===== config.mk =====
export PLATFORM = sky130hd
export DESIGN_NAME = erosion_dilation_top
export DESIGN_NICKNAME = d
export VERILOG_FILES = /design/src/rtl/erosion_dilation_top_pkg.sv /design/src/rtl/erosion_dilation_top_morph3x3.sv /design/src/rtl/erosion_dilation_top.sv
export SDC_FILE = /design/constraint.sdc
export NUM_CORES = 2
export LEC_CHECK = 0
export BUFFER_PORTS_ARGS = -buffer_cell sky130_fd_sc_hd__buf_2
export CAP_MARGIN = 20
export CELL_PAD_IN_SITES_DETAIL_PLACEMENT = 1
export CELL_PAD_IN_SITES_GLOBAL_PLACEMENT = 1
export CORE_MARGIN = 2
export CORE_UTILIZATION = 38
export DETAILED_ROUTE_END_ITERATION = 8
export PLACE_DENSITY_LB_ADDON = 0.1
export SLEW_MARGIN = 5
export SYNTH_ARGS = -nofsm -noshare
export SYNTH_HDL_FRONTEND = slang
export SYNTH_HIERARCHICAL = 1
export SYNTH_SLANG_ARGS = --single-unit

===== constraint.sdc =====
create_clock -name sys_clk -period 11.2 [get_ports sys_clk]
set_input_delay 0 -clock sys_clk [delete_from_list [all_inputs] [get_ports sys_clk]]
set_output_delay 0 -clock sys_clk [all_outputs]
set_load 0.02 [all_outputs]

===== src/rtl/erosion_dilation_top_pkg.sv =====
// Shared constants and types for the frame-difference motion-mask pipeline.
// Holds the luma coefficients, the default frame geometry, the per-block
// pipeline depths (which together give the fixed input-to-output latency),
// the morphology mode type and a small absolute-difference helper.
package erosion_dilation_top_pkg;

   // Y = (77*R + 150*G + 29*B) >> 8; the weights sum to 256.
   localparam logic [7:0] COEF_R = 8'd77;
   localparam logic [7:0] COEF_G = 8'd150;
   localparam logic [7:0] COEF_B = 8'd29;

   localparam int DEF_IMG_HDISP   = 640;
   localparam int DEF_IMG_VDISP   = 480;
   localparam int DEF_DIFF_THRESH = 20;

   localparam int LUMA_STAGES   = 2;
   localparam int DIFF_STAGES   = 1;
   localparam int MORPH_STAGES  = 2;
   localparam int ERODE_TAP     = LUMA_STAGES + DIFF_STAGES;
   localparam int DILATE_TAP    = ERODE_TAP + MORPH_STAGES;
   localparam int TOTAL_LATENCY = DILATE_TAP + MORPH_STAGES;  // 7

   typedef enum logic {
      MORPH_ERODE  = 1'b0,
      MORPH_DILATE = 1'b1
   } morph_mode_t;

   function automatic logic [7:0] abs_diff8(input logic [7:0] a, input logic [7:0] b);
      return (a >= b) ? (a - b) : (b - a);
   endfunction

endpackage


===== src/rtl/erosion_dilation_top_morph3x3.sv =====
// 3x3 binary morphology (erosion or dilation) on a raster stream.
// Ports:
//   clk, srst       clock and synchronous active-high reset
//   vsync, href     frame/line sync aligned with mask
//   clken           pixel qualifier; a pixel is taken when href & clken
//   mask            binary input pixel
//   result          AND (erode) or OR (dilate) of the 3x3 neighbourhood
//                   centred one column left and one row up of the current
//                   input pixel; two cycles after that pixel.
// Taps that fall left of column 0 or above row 0 read as 0.
module erosion_dilation_top_morph3x3
   import erosion_dilation_top_pkg::*;
#(
   parameter morph_mode_t MODE      = MORPH_ERODE,
   parameter int          IMG_HDISP = DEF_IMG_HDISP,
   parameter int          IMG_VDISP = DEF_IMG_VDISP
) (
   input  logic clk,
   input  logic srst,
   input  logic vsync,
   input  logic href,
   input  logic clken,
   input  logic mask,
   output logic result
);

   localparam int AW = (IMG_HDISP > 2) ? $clog2(IMG_HDISP) : 2;
   localparam int RW = $clog2(IMG_VDISP + 1) + 1;

   // One 2-bit word per column: [1] = row y-1, [0] = row y-2.
   logic [1:0]    line_mem [IMG_HDISP];

   logic          accept;
   logic [AW-1:0] col_cnt_reg;
   logic [RW-1:0] row_cnt_reg;
   logic          href_reg;
   logic [1:0]    rd_reg;        // registered line-buffer read
   logic          cur_reg;       // current-row bit of the newest column
   logic [1:0]    row_ok_reg;    // [1]: row >= 2, [0]: row >= 1
   logic [1:0]    col_ok_reg;    // [1]: col >= 2, [0]: col >= 1
   logic [2:0]    win1_reg;      // column x-1, {y-2, y-1, y}
   logic [2:0]    win2_reg;      // column x-2
   logic          wr_pend_reg;
   logic [AW-1:0] wr_addr_reg;
   logic [2:0]    col0;
   logic [8:0]    taps;

   assign accept = href & clken;

   // Newest column; rows above the frame are forced to 0 here so that the
   // older window columns inherit the masking as they shift.
   assign col0 = {rd_reg[0] & row_ok_reg[1], rd_reg[1] & row_ok_reg[0], cur_reg};
   assign taps = {win2_reg & {3{col_ok_reg[1]}}, win1_reg & {3{col_ok_reg[0]}}, col0};

   // Line buffer: the read of column x is registered, and the updated word
   // {row y, row y-1} is written back one cycle later once the old row y-1
   // bit is out of the read register. The next accepted column is always a
   // different address, so the write never collides with a read.
   always_ff @(posedge clk) begin
      if (wr_pend_reg)
         line_mem[wr_addr_reg] <= {cur_reg, rd_reg[1]};
   end

   always_ff @(posedge clk) begin
      if (srst) begin
         col_cnt_reg <= '0;
         row_cnt_reg <= '0;
         href_reg    <= 1'b0;
         rd_reg      <= '0;
         cur_reg     <= 1'b0;
         row_ok_reg  <= '0;
         col_ok_reg  <= '0;
         win1_reg    <= '0;
         win2_reg    <= '0;
         wr_pend_reg <= 1'b0;
         wr_addr_reg <= '0;
         result      <= 1'b0;
      end else begin
         href_reg    <= href;
         wr_pend_reg <= accept;

         if (!href)
            col_cnt_reg <= '0;
         else if (accept)
            col_cnt_reg <= col_cnt_reg + AW'(1);

         // Row count restarts in the vertical sync line and steps at each
         // end of line; it saturates instead of wrapping.
         if (!vsync)
            row_cnt_reg <= '0;
         else if (href_reg && !href && (row_cnt_reg != '1))
            row_cnt_reg <= row_cnt_reg + RW'(1);

         if (accept) begin
            rd_reg      <= line_mem[col_cnt_reg];
            cur_reg     <= mask;
            wr_addr_reg <= col_cnt_reg;
            row_ok_reg  <= {row_cnt_reg >= RW'(2), row_cnt_reg >= RW'(1)};
            col_ok_reg  <= {col_cnt_reg >= AW'(2), col_cnt_reg >= AW'(1)};
            win1_reg    <= col0;
            win2_reg    <= win1_reg;
         end

         result <= (MODE == MORPH_ERODE) ? (&taps) : (|taps);
      end
   end

endmodule


===== src/rtl/erosion_dilation_top.sv =====
// Frame-difference motion mask: two RGB888 streams -> luma -> thresholded
// absolute difference -> 3x3 erosion -> 3x3 dilation.
// Ports:
//   sys_clk, sys_rst                 clock, synchronous active-high reset
//   per_frame_vsync/href/clken       input timing (clken qualifies pixels)
//   pix_data_in_A, pix_data_in_B     current / reference pixel, {R,G,B}
//   post_frame_vsync/href/clken      input timing delayed by 7 cycles
//   post_img_Bit                     opened motion mask, aligned with post_*
// The mask image leaves shifted 2 px right and 2 px down.
module erosion_dilation_top
   import erosion_dilation_top_pkg::*;
#(
   parameter int IMG_HDISP   = DEF_IMG_HDISP,
   parameter int IMG_VDISP   = DEF_IMG_VDISP,
   parameter int DIFF_THRESH = DEF_DIFF_THRESH
) (
   input  logic        sys_clk,
   input  logic        sys_rst,
   input  logic        per_frame_vsync,
   input  logic        per_frame_href,
   input  logic        per_frame_clken,
   input  logic [23:0] pix_data_in_A,
   input  logic [23:0] pix_data_in_B,
   output logic        post_frame_vsync,
   output logic        post_frame_href,
   output logic        post_frame_clken,
   output logic        post_img_Bit
);

   localparam logic [7:0] THRESH = 8'(DIFF_THRESH);

   logic [23:0] pix  [2];
   logic [7:0]  luma [2];
   logic        bin_reg;
   logic        erode_bit;
   logic [2:0]  sync_in;
   logic [2:0]  sync_pipe [1:TOTAL_LATENCY];   // {vsync, href, clken}

   assign pix[0] = pix_data_in_A;
   assign pix[1] = pix_data_in_B;

   // Luma per stream: products in stage 1, sum and scale in stage 2.
   genvar gi;
   generate
      for (gi = 0; gi < 2; gi++) begin : g_luma
         logic [15:0] prod_r_reg, prod_g_reg, prod_b_reg;
         logic [17:0] sum;
         logic [7:0]  luma_reg;

         assign sum = 18'(prod_r_reg) + 18'(prod_g_reg) + 18'(prod_b_reg);

         always_ff @(posedge sys_clk) begin
            if (sys_rst) begin
               prod_r_reg <= '0;
               prod_g_reg <= '0;
               prod_b_reg <= '0;
               luma_reg   <= '0;
            end else begin
               prod_r_reg <= 16'(COEF_R) * 16'(pix[gi][23:16]);
               prod_g_reg <= 16'(COEF_G) * 16'(pix[gi][15:8]);
               prod_b_reg <= 16'(COEF_B) * 16'(pix[gi][7:0]);
               luma_reg   <= 8'(sum >> 8);
            end
         end

         assign luma[gi] = luma_reg;
      end
   endgenerate

   always_ff @(posedge sys_clk) begin
      if (sys_rst)
         bin_reg <= 1'b0;
      else
         bin_reg <= (abs_diff8(luma[0], luma[1]) > THRESH);
   end

   // Timing delay line; intermediate taps feed each morph stage the sync
   // that lines up with its own input bit.
   assign sync_in = {per_frame_vsync, per_frame_href, per_frame_clken};

   always_ff @(posedge sys_clk) begin
      if (sys_rst) begin
         for (int k = 1; k <= TOTAL_LATENCY; k++)
            sync_pipe[k] <= '0;
      end else begin
         sync_pipe[1] <= sync_in;
         for (int k = 2; k <= TOTAL_LATENCY; k++)
            sync_pipe[k] <= sync_pipe[k-1];
      end
   end

   erosion_dilation_top_morph3x3 #(
      .MODE      (MORPH_ERODE),
      .IMG_HDISP (IMG_HDISP),
      .IMG_VDISP (IMG_VDISP)
   ) u_erode (
      .clk    (sys_clk),
      .srst   (sys_rst),
      .vsync  (sync_pipe[ERODE_TAP][2]),
      .href   (sync_pipe[ERODE_TAP][1]),
      .clken  (sync_pipe[ERODE_TAP][0]),
      .mask   (bin_reg),
      .result (erode_bit)
   );

   erosion_dilation_top_morph3x3 #(
      .MODE      (MORPH_DILATE),
      .IMG_HDISP (IMG_HDISP),
      .IMG_VDISP (IMG_VDISP)
   ) u_dilate (
      .clk    (sys_clk),
      .srst   (sys_rst),
      .vsync  (sync_pipe[DILATE_TAP][2]),
      .href   (sync_pipe[DILATE_TAP][1]),
      .clken  (sync_pipe[DILATE_TAP][0]),
      .mask   (erode_bit),
      .result (post_img_Bit)
   );

   assign post_frame_vsync = sync_pipe[TOTAL_LATENCY][2];
   assign post_frame_href  = sync_pipe[TOTAL_LATENCY][1];
   assign post_frame_clken = sync_pipe[TOTAL_LATENCY][0];

endmodule


==> impl_summary.txt <==
----------------------------------------------------
[Pwr]
  Sw Share ... 22.4%
  Total internal power ... 17.9 mW
  Sequential group share of total power ... 49.1%
  Power per cell area ... 171 nW/um2
  Final Power ... 23.1 mW
  Worst vdd ir ... 0.121 mV
  Proportion of power drawn by combinational gates ... 6.3%
  Reported leakage power ... 42.6 nW
  Switching Power ... 5.17 mW
  Clock group share of total power ... 44.6%

[Timing]
  Final critical path time including I/O delays and setup ... 5.07 ns
  Worst-case setup margin in the final layout ... 6.13 ns
  Post-Route Skew ... 0.0432 ns
  Final slew viol count ... 0
  Share of the cycle needed by the critical path after routing ... 45.3%
  Slew headroom ... 7.60%
  Top achievable clock speed ... 0.197 GHz
  Worst hold slack ... 0.0665 ns
  Setup TNS ... 0 ns
  Actual transition at the worst max-transition pin ... 1.39 ns
  Final Hold Violating Endpoints ... 0
  Setup-violating endpoint count in the final report ... 0
  RSZ-0062 raised after global routing ... false

[Global route]
  Largest net degree at the start of global routing ... 266
  Global-route wire length before repair ... 526 mm
  Overall fraction of global-route tracks in use ... 22.7%
  Vias in the first global route ... 71800
  Remaining global-route overflow ... 0
  Antenna violations before repair ... 21

[Synthesis]
  Share of Yosys cell area claimed by the top area cell type ... 64.6%
  Synthesized netlist cell count ... 7444
  Yosys cell types ... 87
  Synthesized area per cell ... 16.0 um2
  List of most frequent post-synthesis cells ... sky130_fd_sc_hd__edfxtp_1 (2560), sky130_fd_sc_hd__nor2_1 (1452), sky130_fd_sc_hd__mux4_2 (619), sky130_fd_sc_hd__nand2_1 (359), sky130_fd_sc_hd__clkbuf_1 (268)
  EDFF count, synth ... 2560
  Warnings, synthesis ... 6
  Synthesized Nets ... 7832
  Cell type with the largest total area after synthesis ... sky130_fd_sc_hd__edfxtp_1
  Ys async rst share ... 0%
  Synthesis-stage register bit count ... 2776
  Top FF cell, synth ... sky130_fd_sc_hd__edfxtp_1
  Dominant cell by count in the synthesized netlist ... sky130_fd_sc_hd__edfxtp_1
  Ranking of synthesized cells by area ... sky130_fd_sc_hd__edfxtp_1 (65%), sky130_fd_sc_hd__mux4_2 (12%), sky130_fd_sc_hd__nor2_1 (4.6%), sky130_fd_sc_hd__dfxtp_1 (3.6%), sky130_fd_sc_hd__ha_1 (2.7%)
  Sequential cell area fraction in the yosys report ... 68.2%
  Mapped Area ... 119000 um2

[Floorplan]
  Die height ... 564 um
  Initial Utilization ... 38.2%
  Number of top-level pins ... 57
  Die Area ... 318000 um2
  Die span in x ... 564 um
  Floorplan Core Area ... 312000 um2
  Number of rows created at floorplan ... 205

[CTS]
  Clock Path Buffers ... 4
  TritonCTS buffer count ... 313
  Clock Sinks ... 2776
  Clk pin slew, worst setup/hold paths ... 0.06 ns
  CTS tree ... yes
  Root Driver ... sky130_fd_sc_hd__clkbuf_16
  Deepest level of the CTS H-tree ... 5
  Clock latency on the worst-skew pair ... 0.91 ns
  CTS resizes ... 0

[Routing]
  First-pass iteration count of the detailed router ... 7
  Residual antenna-violating net count after detailed routing ... 0
  Via density per instance ... 5.63
  Detailed-route wire length ... 362 mm
  DRC marker count from the first detailed-route iteration ... 6656
  Residual DRC ... 0
  Routed wirelength normalized by instance count ... 30.1 um
  Number of vias in the routed layout ... 67500

[Placement]
  Cell area after placement ... 124000 um2
  Worst slack after detailed placement ... 6.23 ns
  Total half-perimeter wirelength after legalization and detailed placement ... 211 mm
  Number of buffers inserted by port buffering ... 56
  Dpl cells ... 11300
  Weighted congestion reported at the end of routability-driven placement ... 0.788

[Final layout]
  Utilization after layout ... 43.3%
  Share of final-layout standard cells stronger than drive strength 1 ... 18.1%
  Filler Cell Count ... 30300
  Largest registers in the final layout ... u_dilate/line_mem x1280, u_erode/line_mem x1280
  Final standard cell count with taps included and fillers excluded ... 12000
  Final cell area excluding filler cells ... 135000 um2
  NumNets Final ... 7985
  Layout area overhead ... 13.6%

[Setup path]
  Maximum fanout count along the critical path ... 52
  Type of the worst setup path ... flop to flop
  Crit start category ... flop
  Arrival @ worst endpoint ... 5.89 ns
  Data required time of the critical path ... 12.02 ns
  Type of destination of the critical path ... flop

[Status]
  Status ... completed

[Min path]
  HP Class ... input port to flop

[Flow run]
  Reported max-cap violation count ... 0

----------------------------------------------------
## power by group through the flow
stage                     clock, mW  sequential, mW  combinational, mW
after floorplan                   0            11.5               1.08
after global placement            0            11.6               1.41
after detailed placement          0            11.6               1.42
after CTS                      10.5            11.3               1.49
after global routing           10.9            11.3               1.68
final                          10.3            11.3               1.45
## routing by layer
| layer | GRT usage (%) | share of wire (%) | up-vias |
|---|---|---|---|
| li1 | - | - | 28800 |
| met1 | 32.8 | 45 | 36400 |
| met2 | 36.6 | 47 | 1932 |
| met3 | 3.16 | 5.5 | 452 |
| met4 | 4.95 | 2.2 | 2 |
| met5 | 0 | 0.0036 | - |
## cell families after synthesis
logic type / share of synthesized area [%]
DFF: 68.2
muxes: 13.6
buffers and inverters: 2.67
xor gates and xnor gates: 0.728
adders and majority gates: 4.01
AOI/OAI and AO/OA: 2.80
and+or+nand+nor: 7.95
## area by class of cell
type | count | area [um2] | area share (%)
Inverter | 167 | 629 | 0.465
Clock buffer | 400 | 8300 | 6.14
Antenna cell | 5 | 12.5 | 0.00925
Sequential cell | 2776 | 81200 | 60.1
Tap cell | 4140 | 5180 | 3.83
Multi-Input combinational cell | 3998 | 35100 | 25.9
Timing Repair Buffer | 341 | 2900 | 2.14
Clock inverter | 174 | 1880 | 1.39
## final timing paths
path | end | slack [ns] | from | cells past startpoint
worst max-delay path | u_erode/rd_reg[0] | 6.13 | u_erode/col_cnt_reg[1] | 10
worst min-delay path | g_luma[1].prod_b_reg[2] | 0.07 | pix_data_in_B[2] | 4
worst max register to register | u_erode/rd_reg[0] | 6.13 | u_erode/col_cnt_reg[1] | 10
worst min register to register | u_erode/cur_reg | 0.44 | bin_reg | 2
## cell usage in the layout, fill, tap and decap left out, types with 34 or more instances in the layout
master and instances:
sky130_fd_sc_hd__buf_4 169, sky130_fd_sc_hd__edfxtp_1 2560, sky130_fd_sc_hd__clkinv_2 37, sky130_fd_sc_hd__dfxtp_1 201, sky130_fd_sc_hd__fa_1 78, sky130_fd_sc_hd__clkbuf_1 74, sky130_fd_sc_hd__buf_2 55, sky130_fd_sc_hd__clkbuf_16 315
sky130_fd_sc_hd__nor2b_1 84, sky130_fd_sc_hd__nor2_1 1450, sky130_fd_sc_hd__xnor2_1 65, sky130_fd_sc_hd__nand3_1 83, sky130_fd_sc_hd__ha_1 257, sky130_fd_sc_hd__dlygate4sd3_1 99, sky130_fd_sc_hd__xor2_1 34, sky130_fd_sc_hd__a32oi_1 48
sky130_fd_sc_hd__mux2i_1 158, sky130_fd_sc_hd__nor3_1 81, sky130_fd_sc_hd__inv_1 161, sky130_fd_sc_hd__a21oi_1 101, sky130_fd_sc_hd__nand2_1 350, sky130_fd_sc_hd__clkinv_1 72, sky130_fd_sc_hd__mux4_2 619, sky130_fd_sc_hd__a31oi_1 39
## worst max-delay path: stages, from the launching register on
cell and delay (ns):
sky130_fd_sc_hd__dfxtp_4 0.96, sky130_fd_sc_hd__buf_4 0.80, sky130_fd_sc_hd__buf_4 0.66, sky130_fd_sc_hd__mux4_2 0.35, sky130_fd_sc_hd__mux2i_1 0.09, sky130_fd_sc_hd__a211oi_1 0.31, sky130_fd_sc_hd__o21ai_0 0.12, sky130_fd_sc_hd__and4_1 0.29
sky130_fd_sc_hd__o41ai_1 0.91, sky130_fd_sc_hd__a31oi_1 0.12, sky130_fd_sc_hd__o21ai_1 0.15
## repair_timing
action                                  in CTS  in global routing
endpoints found under the setup margin       0                  0
buffers inserted                             0                  0
endpoints found under the hold margin      174                  0
hold buffers                                99                  0
Note: power is estimated with default switching activity, not from simulation.
